`src/rtl/fwd_hazard_unit_if.sv`:
```
// Pipeline-side bundle for the forwarding/hazard unit.
// The pipeline drives through the master modport, and the unit uses the slave modport.
interface fwd_hazard_unit_if #(
    parameter int N_SRC  = 2,
    parameter int REG_AW = 5,
    parameter int CNT_W  = 16
);
    logic [N_SRC*REG_AW-1:0] rs_id_ex;
    logic [N_SRC*REG_AW-1:0] rs_if_id;
    logic [N_SRC-1:0]        use_if_id;
    logic [REG_AW-1:0]       rd_id_ex;
    logic                    mem_read_id_ex;
    logic [REG_AW-1:0]       rd_ex_mem;
    logic                    reg_write_ex_mem;
    logic [REG_AW-1:0]       rd_mem_wb;
    logic                    reg_write_mem_wb;
    logic                    pipe_flush;
    logic                    clr_stats;
    logic [N_SRC*2-1:0]      fwd_sel;
    logic                    stall_if;
    logic                    stall_id;
    logic                    flush_ex;
    logic [CNT_W-1:0]        stall_count;
    logic [CNT_W-1:0]        fwd_count;

    modport master (
        output rs_id_ex, rs_if_id, use_if_id, rd_id_ex, mem_read_id_ex,
               rd_ex_mem, reg_write_ex_mem, rd_mem_wb, reg_write_mem_wb,
               pipe_flush, clr_stats,
        input  fwd_sel, stall_if, stall_id, flush_ex, stall_count, fwd_count
    );

    modport slave (
        input  rs_id_ex, rs_if_id, use_if_id, rd_id_ex, mem_read_id_ex,
               rd_ex_mem, reg_write_ex_mem, rd_mem_wb, reg_write_mem_wb,
               pipe_flush, clr_stats,
        output fwd_sel, stall_if, stall_id, flush_ex, stall_count, fwd_count
    );
endinterface

```
`src/rtl/fwd_hazard_unit.sv`:
```
// RAW forwarding selects for the EX operand muxes, and load-use stall sequencing.
// The unit also keeps saturating statistics counters.
//   state | meaning
//   IDLE  | no stall in progress; a load-use hit stalls this cycle
//   HOLD  | remaining bubbles of a multi-cycle load-use stall (cnt_q left)
module fwd_hazard_unit #(
    parameter int N_SRC       = 2,
    parameter int REG_AW      = 5,
    parameter int LOAD_STALLS = 1,
    parameter int CNT_W       = 16
) (
    input  logic               clk,
    input  logic               arst_n,
    fwd_hazard_unit_if.slave   bus
);
    typedef enum logic {IDLE, HOLD} state_e;

    localparam logic [3:0]       CNT_INIT = 4'(LOAD_STALLS - 1);
    localparam logic [CNT_W-1:0] CNT_ONE  = CNT_W'(1);

    state_e             state_q, state_d;
    logic [3:0]         cnt_q, cnt_d;
    logic [CNT_W-1:0]   stall_cnt_q, stall_cnt_d;
    logic [CNT_W-1:0]   fwd_cnt_q, fwd_cnt_d;
    logic [N_SRC*2-1:0] fwd_sel;
    logic               hit;
    logic               stall_raw;
    logic               stall;

    wire ex_fwd_ok = bus.reg_write_ex_mem && (bus.rd_ex_mem != '0);
    wire wb_fwd_ok = bus.reg_write_mem_wb && (bus.rd_mem_wb != '0);

    // EX/MEM beats MEM/WB because it holds the younger result.
    always_comb begin
        fwd_sel = '0;
        for (int i = 0; i < N_SRC; i++) begin
            if (ex_fwd_ok && (bus.rd_ex_mem == bus.rs_id_ex[i*REG_AW +: REG_AW]))
                fwd_sel[2*i +: 2] = 2'b10;
            else if (wb_fwd_ok && (bus.rd_mem_wb == bus.rs_id_ex[i*REG_AW +: REG_AW]))
                fwd_sel[2*i +: 2] = 2'b01;
        end
    end

    always_comb begin
        hit = 1'b0;
        for (int i = 0; i < N_SRC; i++) begin
            if (bus.use_if_id[i] && (bus.rs_if_id[i*REG_AW +: REG_AW] == bus.rd_id_ex))
                hit = 1'b1;
        end
        hit = hit && bus.mem_read_id_ex && (bus.rd_id_ex != '0);
    end

    always_comb begin
        state_d   = state_q;
        cnt_d     = cnt_q;
        stall_raw = 1'b0;
        if (bus.pipe_flush) begin
            state_d = IDLE;
            cnt_d   = '0;
        end else begin
            case (state_q)
                IDLE: begin
                    if (hit) begin
                        stall_raw = 1'b1;
                        if (LOAD_STALLS > 1) begin
                            cnt_d   = CNT_INIT;
                            state_d = HOLD;
                        end
                    end
                end
                HOLD: begin
                    stall_raw = 1'b1;
                    cnt_d     = cnt_q - 4'd1;
                    if (cnt_q <= 4'd1) begin
                        state_d = IDLE;
                        cnt_d   = '0;
                    end
                end
                default: begin
                    state_d = IDLE;
                    cnt_d   = '0;
                end
            endcase
        end
    end

    // A load-use hit is combinational, so stall is gated with reset to stay low in reset.
    assign stall = stall_raw && arst_n;

    always_comb begin
        stall_cnt_d = stall_cnt_q;
        fwd_cnt_d   = fwd_cnt_q;
        if (bus.clr_stats) begin
            stall_cnt_d = '0;
            fwd_cnt_d   = '0;
        end else begin
            if (stall && (stall_cnt_q != '1))
                stall_cnt_d = stall_cnt_q + CNT_ONE;
            if ((fwd_sel != '0) && (fwd_cnt_q != '1))
                fwd_cnt_d = fwd_cnt_q + CNT_ONE;
        end
    end

    always_ff @(posedge clk or negedge arst_n) begin
        if (!arst_n) begin
            state_q     <= IDLE;
            cnt_q       <= '0;
            stall_cnt_q <= '0;
            fwd_cnt_q   <= '0;
        end else begin
            state_q     <= state_d;
            cnt_q       <= cnt_d;
            stall_cnt_q <= stall_cnt_d;
            fwd_cnt_q   <= fwd_cnt_d;
        end
    end

    assign bus.fwd_sel     = fwd_sel;
    assign bus.stall_if    = stall;
    assign bus.stall_id    = stall;
    assign bus.flush_ex    = stall;
    assign bus.stall_count = stall_cnt_q;
    assign bus.fwd_count   = fwd_cnt_q;
endmodule

```
`src/flat_wrapper.sv`:
```
// flat-port wrapper written by rule: the top's interface ports become plain ports
module fwd_hazard_unit_flat 
#(
    parameter int N_SRC       = 2,
    parameter int REG_AW      = 5,
    parameter int LOAD_STALLS = 1,
    parameter int CNT_W       = 16
)
  (clk, arst_n, bus_rs_id_ex, bus_rs_if_id, bus_use_if_id, bus_rd_id_ex, bus_mem_read_id_ex, bus_rd_ex_mem, bus_reg_write_ex_mem, bus_rd_mem_wb, bus_reg_write_mem_wb, bus_pipe_flush, bus_clr_stats, bus_fwd_sel, bus_stall_if, bus_stall_id, bus_flush_ex, bus_stall_count, bus_fwd_count);
  fwd_hazard_unit_if #(.N_SRC(N_SRC), .REG_AW(REG_AW), .CNT_W(CNT_W)) bus_i ();
  input  logic clk;
  input  logic arst_n;
  input wire logic [$bits(bus_i.rs_id_ex)-1:0] bus_rs_id_ex;
  input wire logic [$bits(bus_i.rs_if_id)-1:0] bus_rs_if_id;
  input wire logic [$bits(bus_i.use_if_id)-1:0] bus_use_if_id;
  input wire logic [$bits(bus_i.rd_id_ex)-1:0] bus_rd_id_ex;
  input wire logic [$bits(bus_i.mem_read_id_ex)-1:0] bus_mem_read_id_ex;
  input wire logic [$bits(bus_i.rd_ex_mem)-1:0] bus_rd_ex_mem;
  input wire logic [$bits(bus_i.reg_write_ex_mem)-1:0] bus_reg_write_ex_mem;
  input wire logic [$bits(bus_i.rd_mem_wb)-1:0] bus_rd_mem_wb;
  input wire logic [$bits(bus_i.reg_write_mem_wb)-1:0] bus_reg_write_mem_wb;
  input wire logic [$bits(bus_i.pipe_flush)-1:0] bus_pipe_flush;
  input wire logic [$bits(bus_i.clr_stats)-1:0] bus_clr_stats;
  output wire logic [$bits(bus_i.fwd_sel)-1:0] bus_fwd_sel;
  output wire logic [$bits(bus_i.stall_if)-1:0] bus_stall_if;
  output wire logic [$bits(bus_i.stall_id)-1:0] bus_stall_id;
  output wire logic [$bits(bus_i.flush_ex)-1:0] bus_flush_ex;
  output wire logic [$bits(bus_i.stall_count)-1:0] bus_stall_count;
  output wire logic [$bits(bus_i.fwd_count)-1:0] bus_fwd_count;
  assign bus_i.rs_id_ex = bus_rs_id_ex;
  assign bus_i.rs_if_id = bus_rs_if_id;
  assign bus_i.use_if_id = bus_use_if_id;
  assign bus_i.rd_id_ex = bus_rd_id_ex;
  assign bus_i.mem_read_id_ex = bus_mem_read_id_ex;
  assign bus_i.rd_ex_mem = bus_rd_ex_mem;
  assign bus_i.reg_write_ex_mem = bus_reg_write_ex_mem;
  assign bus_i.rd_mem_wb = bus_rd_mem_wb;
  assign bus_i.reg_write_mem_wb = bus_reg_write_mem_wb;
  assign bus_i.pipe_flush = bus_pipe_flush;
  assign bus_i.clr_stats = bus_clr_stats;
  assign bus_fwd_sel = bus_i.fwd_sel;
  assign bus_stall_if = bus_i.stall_if;
  assign bus_stall_id = bus_i.stall_id;
  assign bus_flush_ex = bus_i.flush_ex;
  assign bus_stall_count = bus_i.stall_count;
  assign bus_fwd_count = bus_i.fwd_count;
  fwd_hazard_unit #(.N_SRC(N_SRC), .REG_AW(REG_AW), .LOAD_STALLS(LOAD_STALLS), .CNT_W(CNT_W)) u_core (.clk(clk), .arst_n(arst_n), .bus(bus_i));
endmodule
```
`config.mk`:
```
export PLATFORM = sky130hd
export DESIGN_NAME = fwd_hazard_unit_flat
export DESIGN_NICKNAME = d
export VERILOG_FILES = /design/src/rtl/fwd_hazard_unit_if.sv /design/src/rtl/fwd_hazard_unit.sv /design/src/flat_wrapper.sv
export SDC_FILE = /design/constraint.sdc
export NUM_CORES = 1
export LEC_CHECK = 0
export BUFFER_PORTS_ARGS = -buffer_cell sky130_fd_sc_hd__buf_2
export CORE_AREA = 10 10 113 115
export CTS_CLUSTER_SIZE = 40
export DETAILED_ROUTE_END_ITERATION = 12
export DIE_AREA = 0 0 123 125
export GPL_TIMING_DRIVEN = 0
export SLEW_MARGIN = 10
export SYNTH_ARGS = -nofsm -noshare
export SYNTH_HDL_FRONTEND = slang
export SYNTH_SLANG_ARGS = --single-unit
```
`constraint.sdc`:
```
create_clock -name clk -period 3.81 [get_ports clk]
set_input_delay 0.1905 -clock clk [delete_from_list [all_inputs] [get_ports clk]]
set_output_delay 0.1905 -clock clk [all_outputs]
set_load 0.02 [all_outputs]
```
# [After elaboration in Yosys (flattened, before gate mapping)]
# Index checks and enable logic that the tools add are counted.
# Widths: inputs -> output; s select.
[op_classes] n_addsub=3 n_mul=0 div=0 order_cmp=1 eq_ne=8 shift=0 muxes=19 n_bitwise=1 reduce_logical=20
[op_table] cell="$mux 16" n=4
[op_table] cell="$add 16x1->16 const B" n=2
[op_table] cell="$ne 16x16->1 const B" n=2
[op_table] cell="$eq 5x5->1" n=6
[op_table] cell="$reduce_bool 5->1" n=3
[op_table] cell="$logic_and 1x1->1" n=13
[op_table] cell="$mux 4" n=3
[op_table] cell="$mux 1" n=9
[op_table] cell="$reduce_bool 2->1" n=3
[op_table] cell="$le 4x1->1 const B" n=1
[op_table] cell="$mux 2" n=2
[op_table] cell="$reduce_bool 4->1" n=1
[op_table] cell="$sub 4x1->4 const B" n=1
[op_table] cell="$pmux 1 s2" n=1
[op_table] cell="$not 1->1" n=1
[totals] register_bits=37 latch_bits=0 ramBits=0 rom_bits=0 input_bits=44 output_inout_bits=39 elab_cells=56 memories=0

# [Logic depth before layout (Yosys ltp)]
[depth] word_depth=13 depth_mapped=9 depth_no_buf=6

# [Least setup slack after synthesis]
# Ideal clock, no wire load.
[synth_timing] kind="register -> register" start="register u_core.fwd_cnt_q[0], in the netlist u_core.bus.fwd_count[0]" end="register u_core.fwd_cnt_q[12], in the netlist u_core.bus.fwd_count[12]" setup_ns=0.078 t_arrival_ns=1.950 required_time_ns=3.732 slack_ns=1.782 stages_incl_launch_ff=9 path_buffers=2 synth_period_minus_slack_ns=2.028 path_cell_list="dfrtp_1 -> ha_1 -> and4_1 -> buf_2 -> nand2_1 -> nor2_2 -> clkbuf_4 -> or4_1 -> a21oi_1"
[synth_between] elab_chain_len=3 word_cells_on_any_way=6 cone_classes="add/sub: 1; eq/ne: 1; mux: 2; reduce/logical: 2"
[synth_lines] element="start, declared" line_no="fwd_hazard_unit.sv:24" rtl="logic [CNT_W-1:0] fwd_cnt_q, fwd_cnt_d;"
[synth_lines] element="start signal, assigned" line_no="fwd_hazard_unit.sv:114" rtl="fwd_cnt_q <= fwd_cnt_d;"
[synth_lines] element="$add 16x1->16 or $ne 16x16->1 (tied branches)" line_no="fwd_hazard_unit.sv:100, fwd_hazard_unit.sv:99"
[synth_lines] element="$mux 16 or $logic_and 1x1->1 (tied branches)" line_no="fwd_hazard_unit.sv:99" rtl="if ((fwd_sel != '0) && (fwd_cnt_q != '1))"
[synth_lines] element="$mux 16 or $reduce_bool 2->1 (tied branches)"
# Several ways; a longest one is shown, not always the timed one. The select of a mux whose other input is x is not followed.
# A chain may end at the register's enable or synchronous reset.

# [Worst setup path in the final report]
[layout_timing] start="register u_core.fwd_cnt_q[2], in the netlist u_core.bus.fwd_count[2]" end="register u_core.fwd_cnt_q[0], in the netlist u_core.bus.fwd_count[0]"
[layout_between] elab_chain_len=3
[layout_lines] element="$ne 16x16->1" line_no="fwd_hazard_unit.sv:99"
[layout_lines] element="$logic_and 1x1->1" line_no="fwd_hazard_unit.sv:99"
[layout_lines] element="$reduce_bool 2->1 (no line)"
# No other way between the ends.

==> impl_metrics.env <==
export IMPL_drc=0
export IMPL_detail_route_antenna_nets=0
export IMPL_max_clock_path_buffers=2
export IMPL_rsz0062_at_grt="false"
export IMPL_final_nets=420
export IMPL_synth_top_area_share_pct=35.9
export IMPL_syn_to_final_growth_pct=25.7
export IMPL_min_period_ns=2.35
export IMPL_clockRootBuffer="clkbuf_8"
export IMPL_die_area_um2=15400
export IMPL_synth_cells=284
export IMPL_netlist_top_cells_count="37 x dfrtp_1, 26 x a21oi_1, 23 x xnor2_1"
export IMPL_power_leakage_uw=0.00137
export IMPL_syn_nets=332
export IMPL_grtUsageTotal_pct=9.74
export IMPL_multi_input_area_um2=1530
export IMPL_synth_seq_cells=37
export IMPL_fin_worst_skew_ns=0.0109
export IMPL_worst_ep_required_time_ns=4.02
export IMPL_max_freq_mhz=426
export IMPL_globalRouteMet1Util_pct=12.4
export IMPL_antenna_found_initial=0
export IMPL_worstRegToRegCells=9
export IMPL_clkTransAtPathRegs_ns=0.08
export IMPL_grt_busiest_layer="met2"
export IMPL_clock_latency_ns=0.29
export IMPL_finalNonFillerCells=513
export IMPL_hold_path_class="input port to asynchronous set/reset pin"
export IMPL_start_util_pct=24.3
export IMPL_io_buffers=81
export IMPL_die_h_um=125
export IMPL_grt_start_max_net_pins=40
export IMPL_ir_drop_mv=0.119
export IMPL_synth_top_cell_by_area="dfrtp_1"
export IMPL_crit_top_cell="buf_2"
export IMPL_cts_setup_buffers=0
export IMPL_met3_usage_pct=3.47
export IMPL_grt_pass1_vias=2579
export IMPL_drt_pass1_iter_count=4
export IMPL_fin_tns_setup_ns=0
export IMPL_setup_ws_ns=1.46
export IMPL_core_um2=10600
export IMPL_setup_violations=0
export IMPL_slowest_delay_ns=0.45
export IMPL_cts_hold_buf=0
export IMPL_via_per_inst=4.99
export IMPL_rrSetupSlack_ns=1.46
export IMPL_path_cells="and3_1 > and4_1 > buf_2 > nand2_1 > nor2_2 > clkbuf_4 > buf_2 > o21ai_1 > a21oi_2"
export IMPL_cts_tree="done"
export IMPL_critPathMaxFanout=10
export IMPL_post_route_period_util_pct=61.6
export IMPL_power_per_cell_area_nw_per_um2=239
export IMPL_overflow=0
export IMPL_drtIter0Drc=183
export IMPL_use_met2_pct=15.5
export IMPL_layout_drive_gt1_share_pct=30.8
export IMPL_cp_top_family="simple AND/OR/NAND/NOR gates"
export IMPL_crit_buf_inv=3
export IMPL_gp_congestion=0.876
export IMPL_n_antenna_cell=0
export IMPL_grt_pass1_wl_um=12600
export IMPL_netlist_area_um2=2580
export IMPL_hold_viol_final=0
export IMPL_pin_count=83
export IMPL_slew_viol_final=0
export IMPL_numCtsBuffers=5
export IMPL_cts_resized=0
export IMPL_startpoint_type="register"
export IMPL_dp_cells=505
export IMPL_detail_route_wl_per_cell_um=14.8
export IMPL_end_kind="register"
export IMPL_via_count=2558
export IMPL_yosysMostFrequentCell="dfrtp_1"
export IMPL_post_place_ws_ns=1.34
export IMPL_fin_util_pct=30.6
export IMPL_yosysWarnings=0
export IMPL_rr_endpoint="u_core.bus.fwd_count[0]"
export IMPL_synth_edf_count=0
export IMPL_cts_num_sinks=37
export IMPL_dieWidth_um=123
export IMPL_dp_hpwl_um=5920
export IMPL_ys_types=45
export IMPL_cp_slowest_cell="dfrtp_1"
export IMPL_htree_num_levels=2
export IMPL_tightestPinTransition_ns=0.873
export IMPL_avgSynthCellArea_um2=9.08
export IMPL_routed_wl_um=7600
export IMPL_synthTopCellsByArea="dfrtp_1 36%, xnor2_1 7.8%, or4_1 6.4%, o31ai_1 5.8%, a21oi_1 5.0%"
export IMPL_maxCapViolations=0
export IMPL_synth_ff_type="dfrtp_1"
export IMPL_status="finished, final reports clean"
export IMPL_seq_area_um2=926
export IMPL_crit_arrival_ns=2.55
export IMPL_worstSetupPathType="register to register"
export IMPL_ys_seq_area_share_pct=35.9
export IMPL_rows=38
export IMPL_slew_headroom_pct=41.8
export IMPL_synthArstFlopShare_pct=100
export IMPL_p_total_uw=775
export IMPL_fill_cells=1112
export IMPL_r2r_start="u_core.bus.fwd_count[2]"
[cell families after synthesis]
| group | Yosys count | synth area share, % |
|---|---|---|
| AOI/OAI and AO/OA | 65 | 15.7 |
| xor gates and xnor gates | 31 | 10.5 |
| adders and majority gates | 4 | 1.94 |
| buffers and inverters | 22 | 4.95 |
| DFF | 37 | 35.9 |
| muxes | 4 | 1.89 |
| and+or+nand+nor | 121 | 29.1 |
[worst register-to-register path, delay by kind of cell, from the launching register on]
kind | cells | cell delay [ns]
buf+inv | 3 | 0.73
compound gates | 2 | 0.24
simple gates | 4 | 0.86
flops | 1 | 0.45
[how the worst max path moves through the flow]
stage	startpoint	endpoint	slack, ns	cells after the start
floorplan	u_core.bus.fwd_count[0]	u_core.bus.fwd_count[12]	1.78	8
global placement	arst_n	u_core.bus.stall_count[11]	1.33	5
detailed placement	arst_n	u_core.bus.stall_count[11]	1.34	5
CTS	u_core.bus.fwd_count[2]	u_core.bus.fwd_count[9]	1.49	9
global route	u_core.bus.fwd_count[2]	u_core.bus.fwd_count[11]	1.24	9
finish	u_core.bus.fwd_count[2]	u_core.bus.fwd_count[0]	1.46	9
[registers in the layout (all words and copies together), names as in the netlist]
name / count
u_core.state_q: 1
u_core.cnt_q: 4
u_core.bus.fwd_count: 16
u_core.bus.stall_count: 16
[through the flow]
stage	area [µm²]	hold slack, ns
final	3240	0.0126
after global routing	3240	0.0918
after CTS	3240	0.0537
after detailed placement	3160	0.367
after global placement	3160	0.354
after floorplan	2580	-0.105
[layer usage]
metal	routed length (µm)	part of all wire (%)
met1	3340	44
met2	3490	46
met3	684	9.0
met4	86	1.1
met5	0	0
[power by group]
part           internal [µW]  switching, µW  leakage (µW)
sequential               393           1.65      0.000517
clock                    127            137     0.0000450
combinational           49.2           66.2      0.000806
total                    569            205       0.00137
[final cells by class]
cell class	count	share of cell area (%)
multi-input cells	225	47.0
flip-flops and latches	37	28.6
plain buffers	17	3.36
clock buffers	6	2.24
well taps	140	5.40
inverters	5	0.579
repair buffers	81	12.5
clock inverters	2	0.309
[cell usage in the layout (no fill, tap or decap), types with 2 or more instances in the layout]
cell type and instances:
and4_1 4, a21oi_2 3, nor2_1 10, buf_6 2
o21ai_0 8, nand2_1 21, inv_1 5, or4_1 22
nand3_1 15, nor2_2 2, dfrtp_1 37, nor3_1 3
mux2_2 3, clkinv_2 2, o31ai_1 20, ha_1 4
xor2_1 8, clkbuf_1 10, or3_1 4, clkbuf_8 5
xnor2_1 23, and3_1 7, a31oi_1 2, buf_2 83
or3b_2 2, nor4_1 3, nor2b_1 6, buf_4 2
a21oi_1 26, nor4_2 3, nand4_1 12
Note: power is estimated with default switching activity, not from simulation.
